## src/rtl/capture_pkg.sv

```systemverilog
// capture_pkg: shared defaults and state encoding for the capture write path.
//   CAP_DATA_W    - default sample width
//   CAP_ADDR_W    - default capture RAM address width (depth 2^CAP_ADDR_W)
//   CAP_PAGE_LOG2 - default log2 of samples per page
//   cap_state_e   - write controller state encoding
package capture_pkg;

   localparam int unsigned CAP_DATA_W    = 16;
   localparam int unsigned CAP_ADDR_W    = 10;
   localparam int unsigned CAP_PAGE_LOG2 = 4;

   typedef enum logic [1:0] {
      ST_IDLE = 2'b00,
      ST_PRE  = 2'b01,
      ST_POST = 2'b10,
      ST_DONE = 2'b11
   } cap_state_e;

endpackage

```

## src/rtl/capture_addr_counter.sv

```systemverilog
// capture_addr_counter: circular RAM address counter with page and wrap flags.
// Shared by the capture write path and the readout address generator.
//   clk           - system clock
//   reset         - asynchronous active-high reset
//   inc           - advance the pointer by one (mod 2^ADDR_W)
//   clr           - synchronous clear to 0, wins over inc
//   wr_ptr        - current pointer
//   wrap          - pulses in the cycle an increment rolls the pointer over to 0
//   page_boundary - low PAGE_LOG2 bits of the pointer are all zero
module capture_addr_counter
   import capture_pkg::*;
#(
   parameter int unsigned ADDR_W    = CAP_ADDR_W,
   parameter int unsigned PAGE_LOG2 = CAP_PAGE_LOG2
) (
   input  logic              clk,
   input  logic              reset,
   input  logic              inc,
   input  logic              clr,
   output logic [ADDR_W-1:0] wr_ptr,
   output logic              wrap,
   output logic              page_boundary
);

   always_ff @(posedge clk or posedge reset) begin
      if (reset) begin
         wr_ptr <= '0;
      end else if (clr) begin
         wr_ptr <= '0;
      end else if (inc) begin
         wr_ptr <= wr_ptr + 1'b1;
      end
   end

   assign wrap          = inc && !clr && (&wr_ptr);
   assign page_boundary = (wr_ptr[PAGE_LOG2-1:0] == '0);

endmodule

```

## src/rtl/capture_write_ctrl.sv

```systemverilog
// capture_write_ctrl: writes qualified samples into the circular capture RAM
// while the analyzer FSM is sampling, and reports page/completion status back.
//   clk, reset     - system clock, asynchronous active-high reset
//   idle           - FSM idle (also aborts a capture from any state)
//   pre_trigger    - FSM sampling before the trigger
//   post_trigger   - FSM sampling after the trigger
//   sample_valid   - one-cycle sample strobe
//   sample_data    - sample value
//   post_count     - post-trigger samples to store, taken on first post_trigger cycle
//   mem_we/addr/wdata - registered capture RAM write port
//   pageFull       - write pointer sits on a page boundary
//   complete       - one-cycle pulse once the post-trigger quota is stored
//   trigger_addr   - RAM address of the first post-trigger sample
//   wrapped        - the write pointer has rolled over since the last idle
module capture_write_ctrl
   import capture_pkg::*;
#(
   parameter int unsigned DATA_W    = CAP_DATA_W,
   parameter int unsigned ADDR_W    = CAP_ADDR_W,
   parameter int unsigned PAGE_LOG2 = CAP_PAGE_LOG2
) (
   input  logic              clk,
   input  logic              reset,
   input  logic              idle,
   input  logic              pre_trigger,
   input  logic              post_trigger,
   input  logic              sample_valid,
   input  logic [DATA_W-1:0] sample_data,
   input  logic [ADDR_W-1:0] post_count,
   output logic              mem_we,
   output logic [ADDR_W-1:0] mem_addr,
   output logic [DATA_W-1:0] mem_wdata,
   output logic              pageFull,
   output logic              complete,
   output logic [ADDR_W-1:0] trigger_addr,
   output logic              wrapped
);

   cap_state_e        state;
   logic [ADDR_W-1:0] wr_ptr;
   logic              wrap;
   logic              page_boundary;
   logic [ADDR_W-1:0] post_cnt;
   logic [ADDR_W-1:0] post_quota;

   logic              sampling_state;
   logic              first_post;
   logic              pre_active;
   logic              post_active;
   logic [ADDR_W-1:0] quota;
   logic [ADDR_W-1:0] post_cnt_base;
   logic [ADDR_W-1:0] post_cnt_next;
   logic              quota_met;
   logic              post_write;
   logic              wr_en;
   logic              finish;

   capture_addr_counter #(
      .ADDR_W    (ADDR_W),
      .PAGE_LOG2 (PAGE_LOG2)
   ) u_addr_counter (
      .clk           (clk),
      .reset         (reset),
      .inc           (wr_en),
      .clr           (idle),
      .wr_ptr        (wr_ptr),
      .wrap          (wrap),
      .page_boundary (page_boundary)
   );

   assign pageFull = page_boundary;

   // The FSM outputs are acted on in the cycle they appear, so the first
   // post_trigger cycle is handled while the state register still says IDLE/PRE.
   always_comb begin
      sampling_state = (state == ST_IDLE) || (state == ST_PRE);
      first_post     = !idle && post_trigger && sampling_state;
      pre_active     = !idle && pre_trigger && !post_trigger && sampling_state;
      post_active    = !idle && (first_post || (state == ST_POST));
      quota          = first_post ? post_count : post_quota;
      post_cnt_base  = first_post ? '0 : post_cnt;
      post_cnt_next  = post_cnt_base + 1'b1;
      // Only true on entry with a zero quota; otherwise the state leaves POST first.
      quota_met      = (post_cnt_base == quota);
      post_write     = post_active && sample_valid && !quota_met;
      wr_en          = (pre_active && sample_valid) || post_write;
      finish         = post_active && (post_write ? (post_cnt_next == quota) : quota_met);
   end

   always_ff @(posedge clk or posedge reset) begin
      if (reset) begin
         state        <= ST_IDLE;
         post_cnt     <= '0;
         post_quota   <= '0;
         trigger_addr <= '0;
         wrapped      <= 1'b0;
         mem_we       <= 1'b0;
         mem_addr     <= '0;
         mem_wdata    <= '0;
         complete     <= 1'b0;
      end else begin
         // A write decided this cycle lands even if idle aborts the capture.
         mem_we   <= wr_en;
         complete <= finish;
         if (wr_en) begin
            mem_addr  <= wr_ptr;
            mem_wdata <= sample_data;
         end

         if (idle) begin
            state    <= ST_IDLE;
            post_cnt <= '0;
            wrapped  <= 1'b0;
         end else begin
            if (wrap) begin
               wrapped <= 1'b1;
            end
            if (first_post) begin
               trigger_addr <= wr_ptr;
               post_quota   <= post_count;
            end
            if (post_active) begin
               post_cnt <= post_write ? post_cnt_next : post_cnt_base;
            end

            case (state)
               ST_IDLE, ST_PRE: begin
                  if (finish) begin
                     state <= ST_DONE;
                  end else if (first_post) begin
                     state <= ST_POST;
                  end else if (pre_trigger) begin
                     state <= ST_PRE;
                  end
               end
               ST_POST: begin
                  if (finish) begin
                     state <= ST_DONE;
                  end
               end
               ST_DONE: begin
                  state <= ST_DONE;
               end
               default: begin
                  state <= ST_IDLE;
               end
            endcase
         end
      end
   end

endmodule

```

## config.mk

```make
export PLATFORM = sky130hd
export DESIGN_NAME = capture_write_ctrl
export DESIGN_NICKNAME = d
export VERILOG_FILES = /design/src/rtl/capture_pkg.sv /design/src/rtl/capture_addr_counter.sv /design/src/rtl/capture_write_ctrl.sv
export SDC_FILE = /design/constraint.sdc
export NUM_CORES = 1
export LEC_CHECK = 0
export ABC_AREA = 1
export CAP_MARGIN = 20
export CORE_ASPECT_RATIO = 0.9
export CORE_MARGIN = 2
export CORE_UTILIZATION = 45
export CTS_CLUSTER_DIAMETER = 120
export DETAILED_ROUTE_END_ITERATION = 12
export PLACE_DENSITY = 0.83
export REMOVE_ABC_BUFFERS = 1
export SLEW_MARGIN = 10
export SYNTH_ARGS = -nofsm -noshare
export SYNTH_HDL_FRONTEND = slang
export SYNTH_SLANG_ARGS = --single-unit
```

## constraint.sdc

```tcl
create_clock -name clk -period 3.67 [get_ports clk]
set_clock_uncertainty 0.15 [all_clocks]
set_input_delay 0.734 -clock clk [delete_from_list [all_inputs] [get_ports clk]]
set_output_delay 0.734 -clock clk [all_outputs]
set_load 0.005 [all_outputs]
```

Word-level counts from Yosys, hierarchy flattened
Index checks and enable logic that the tools add are counted.
Operators by class
  $add $sub $neg: 2
  equality and inequality tests: 7
  mux-type cells: 16
  reductions and logical operators: 27
  bitwise logic cells: 1
Operators by type and width (number)
  10-bit 2-to-1 mux: 7
  10-bit by 1-bit adder with 10-bit output, second input constant: 2
  10-bit == test: 2
  1-bit logical AND: 12
  2-bit 2-to-1 mux: 5
  10-bit AND reduction: 1
  2-bit one-hot mux with 3 select lines: 1
  2-bit nonzero test: 3
  5-bit inequality test, second input constant: 1
  2-bit == test, second input constant: 2
  4-bit zero test: 1
  2-bit AND reduction: 2
  1-bit zero test: 3
  1-bit logical OR: 3
  1-bit 2-to-1 mux: 3
  3-bit inequality test, second input constant: 1
  2-bit by 1-bit == test with 1-bit output, second input constant: 1
  2-bit zero test: 1
  2-bit OR reduction: 1
  1-bit NOT: 1
Word-level totals
  output and inout port bits: 40
  bits in registers: 71

Logic depth before layout (Yosys ltp)
  word-level depth: 12
  mapped depth: 19
  gate-level depth less buffers: 18

By module
A second synthesis with hierarchy kept.
Unflattened totals
  cells, all modules: 486
  area, all modules: 3746.1 µm²
By module, submodules not included
  capture_write_ctrl: area each 3159.3 µm², sequential area each 1526.5 µm², instances 1, cells each 404
  capture_addr_counter: area each 586.8 µm², sequential area each 250.2 µm², instances 1, cells each 82

Worst setup path after synthesis
OpenSTA, ideal clock, no wires.
  kind: input -> register
  start point: in idle
  end point: reg mem_wdata[0]
  buffers on the path: 3
  setup slack: 1023 ps
  setup time: 116 ps
  data arrival time: 2380 ps
  required time: 3404 ps
  stages: 15
  cell sequence: nor2_2 nand2_2 buf_4 nand2_1 inv_2 nor2_1 a21oi_1 nor3_1 nand3_1 nand2_4 nand2_2 buf_2 buf_4 nand2_1 nand2_1
On the way
  word-level cells in the longest chain between the ends: 8
  elaborated cells between the ends (all ways): 16
  classes of those cells: eq/ne (1); mux (2); reduce/logical (13)
Ends and longest elaborated chain
  start, declared: line capture_write_ctrl.sv:24  | input logic idle,
  1-bit zero test *: line capture_write_ctrl.sv:77, capture_write_ctrl.sv:78, capture_write_ctrl.sv:79
  1-bit logical AND (2 in a row): line capture_write_ctrl.sv:77  | first_post = !idle && post_trigger && sampling_state;
  10-bit 2-to-1 mux, or another cell as far along: line capture_write_ctrl.sv:81  | post_cnt_base = first_post ? '0 : post_cnt;
  10-bit == test or 1-bit logical AND (tied branches): line capture_write_ctrl.sv:84, capture_write_ctrl.sv:79
  1-bit zero test or 1-bit logical AND (tied branches): line capture_write_ctrl.sv:85  | post_write = post_active && sample_valid && !quota_met;
  1-bit logical AND: line capture_write_ctrl.sv:85
  1-bit logical OR *: line capture_write_ctrl.sv:86  | wr_en = (pre_active && sample_valid) || post_write;
  via u_addr_counter.inc: line capture_addr_counter.sv:18  | input logic inc,
  end signal, assigned: line capture_write_ctrl.sv:107  | mem_wdata <= sample_data;
  end, declared: line capture_write_ctrl.sv:32  | output logic [DATA_W-1:0] mem_wdata,
Mark *: on every way through the listed nets, which the timed path passes. The rest lies on a longest branch.
A chain may end at the register's enable or synchronous reset.

Worst setup path after layout
  start point: in idle
  end point: reg complete
On the way
  word-level cells in the longest chain between the ends: 9
  elaborated cells between the ends (all ways): 15
  classes of those cells: add/sub (1); eq/ne (2); mux (3); reduce/logical (9)
Ends and longest elaborated chain
  1-bit zero test *: line capture_write_ctrl.sv:77, capture_write_ctrl.sv:79
  parallel branches: the longest is 7 deep, another holds 10-bit by 1-bit adder with 10-bit output
  1-bit logical AND *: line capture_write_ctrl.sv:87  | finish = post_active && (post_write ? (post_cnt_next == quota) : quota_met);
  via finish: line capture_write_ctrl.sv:56  | logic finish;
  end signal, assigned: line capture_write_ctrl.sv:104  | complete <= finish;
  end, declared: line capture_write_ctrl.sv:34  | output logic complete,
Mark *: on every way through the listed nets, which the timed path passes.

==> flow_summary.ini <==
[timing]
setup_tns_ns = 0
finalSetupViolations = 0
slew_headroom_pct = 42.0
max_slew.worst_pin.slew_ns = 0.870
finalCritPeriodShare_pct = 90.1
rsz0062_at_grt = false
fmax_mhz = 302
hold_viol = 0
period_minus_slack_ns = 3.31
whs_ns = 0.335
maxSlewViolCount = 0

[power]
peakVddDrop_mv = 0.221
p_total_mw = 1.91
power_leakage_nw = 2.23
p_clk_share_pct = 33.4
p_sw_uw = 549
seq_power_share_pct = 47.0
p_int_mw = 1.36
power_density_mw_per_mm2 = 421
sw_frac_of_total_pct = 28.8
p_comb_share_pct = 19.5

[worst_setup_path]
cp_data_arrival_time_ns = 3.38
crit_chain = clkdlybuf4s50_1 > nor2_2 > nand2_2 > nand2_1 > inv_1 > ha_1 > nand4_1 > inv_1 > nand2_1 > nand3_1 > nand2_1 > nor2_1 > nand2_1 > nor2_1 > nand3_1 > a21boi_0
cp-end-kind = register
crit_buf_inv = 3
critPathMaxFanout = 11
worst-setup-path-type = primary input to register
cpMaxStageDelayCell = clkdlybuf4s50_1
cp.required_ns = 3.75
cp_slowest_stage_delay_ns = 0.54
start_kind = primary input
cp_common_cell = nand2_1
path_delay_family = simple AND/OR/NAND/NOR gates

[global_route]
grt_max_degree = 72
grt_pass1_wl_mm = 14.0
grt_overflow = 0
grt_pass1_vias = 3068
antenna_found_initial = 0
track_usage_pct = 20.6

[placement]
dp_hpwl_mm = 5.99
dpl_cell_area_sq_mm = 0.00433
port_buffers = 71
gp_congestion = 0.921

[finish]
finalNetCount = 573
final_cell_area_sq_mm = 0.00454
fin_util_pct = 60.1
syn_to_final_growth_pct = 29.9
antenna_cells = 0
drive_above_1_share_pct = 7.55

[floorplanning]
die_h_um = 87.6
coreArea_sq_mm = 0.00754
dieArea_sq_mm = 0.00848
row_count = 30
start_util_pct = 46.3
die_w_um = 96.8
io_pins = 72

[drt]
vias_per_cell = 5.05
vias = 3227
drc = 0
wl_per_cell_um = 13.0
drt-initial-drc-count = 217
drt_pass1_iterations = 6
final_antenna_net_count = 0
wirelength_mm = 8.33

[cts]
cts_buffers = 9
cts.sinks = 71
cts-htree-levels = 3
clkSlewWorstSetupHoldPaths_ns = 0.08
clk_path_buf_depth = 2
cts_resized = 0
clock-root-buffer = clkbuf_8
clkLatencyLatePin_ns = 0.35
cts_tree = built
postCtsHoldBufs = 0
post-cts-setup-buffers = 0

[yosys]
ys_seq_elements = 71
syn_avg_cell_area_sq_um = 7.61
syn_area_sq_mm = 0.00349
synth_cells = 459
ys_warn_count = 0
netlist-cell-type-count = 28
ys_seq_area_share_pct = 50.9

[job]
drv_cap = 0

[min_path]
hold_class = register to register

[outcome]
status = finished clean
[worst paths after layout]
kind / endpoint / cells past startpoint / slack [ns] / start
min in group asynchronous: complete / 3 / 0.81 / reset
max reg2reg: complete / 15 / 0.93 / state[1]
min: mem_wdata[8] / 2 / 0.33 / mem_wdata[8]
max: complete / 16 / 0.36 / idle
min reg2reg: mem_wdata[8] / 2 / 0.33 / mem_wdata[8]
max in group asynchronous: state[0] / 3 / 1.98 / reset
[state kept, by name (all words and copies together), names as in the netlist, 2 cells and up]
name / count
mem_wdata: 16
post_quota: 10
state: 2
post_cnt: 10
u_addr_counter.wr_ptr: 10
trigger_addr: 10
mem_addr: 10
[final cells by class]
cell class	instances	area (sq um)
fillers	657	3010
flip-flops and latches	71	1780
multi-input cells	332	1490
repair buffers	82	793
inverters	42	158
clock buffers	9	124
well taps	96	120
clock inverters	7	78.8
[kinds of logic after synthesis]
logic type | Yosys count | share of synthesized area [%]
AND/OR/NAND/NOR | 277 | 33.2
flip-flops | 71 | 50.9
buffers and inverters | 56 | 6.56
AO/OA/AOI/OAI | 48 | 7.28
XOR/XNOR | 4 | 1.00
adder cells (fa/ha/maj) | 3 | 1.08
[worst min-delay path, cell delays in order, from the launching register on]
cell and delay, ns:
dfrtp_1 0.35, nand2_1 0.06, nand2_1 0.05
[power groups by stage]
stage	Sequential, mW	Clock (mW)	Combinational [mW]
floorplan	0.909	0	0.178
global placement	0.911	0	0.365
detailed placement	0.908	0	0.376
CTS	0.898	0.651	0.376
global route	0.908	0.685	0.418
finish	0.898	0.639	0.373
[layer usage]
metal / GRT usage [%] / routed length, um
met4: 6.91 / 84
met5: 0 / 0
met1: 26.2 / 3780
met3: 8.22 / 702
met2: 32.5 / 3770
[cell usage after synthesis (all sizes together)]
cell,count,area (sq um)
nor3,9,45.0
or2,2,12.5
nor2,34,135
a22o,1,8.76
a22oi,1,7.51
nand2,187,714
dfrtp,71,1780
nand3,33,165
nand3b,4,30.0
o21ai,32,160
a21boi,1,7.51
xor2,4,35.0
clkbuf,5,18.8
and2,1,6.26
a21oi,11,55.1
ha,3,37.5
inv,42,158
a211oi,1,7.51
nand4,7,50.1
buf,9,52.6
o211ai,1,7.51
[through the flow]
step / std cells / setup WS [ns]
floorplan: 445 / 0.392
global placement: 623 / 0.187
detailed placement: 623 / 0.0744
CTS: 639 / 0.430
global route: 639 / 0.113
finish: 639 / 0.363
[layout by cell type, fill, tap and decap left out]
master,synthesis,layout
nand2_1,184,184
dfrtp_1,71,71
clkdlybuf4s50_1,0,71
inv_1,36,35
nand3_1,33,33
nor2_1,31,31
o21ai_0,21,21
a21oi_1,11,11
o21ai_1,11,11
buf_4,3,11
nor3_1,9,9
clkbuf_8,0,9
inv_2,6,7
nand4_1,6,6
xor2_1,4,4
nand3b_1,4,4
nor2_2,3,3
ha_1,3,3
inv_6,0,3
nand2_2,2,2
or2_0,2,2
clkinv_4,0,2
a22oi_1,1,1
o211ai_1,1,1
nand2_4,1,1
a22o_1,1,1
nand4_2,1,1
and2_1,1,1
a21boi_0,1,1
a211oi_1,1,1
bufinv_16,0,1
clkinv_2,0,1
Power figures use the tool's default switching activity.
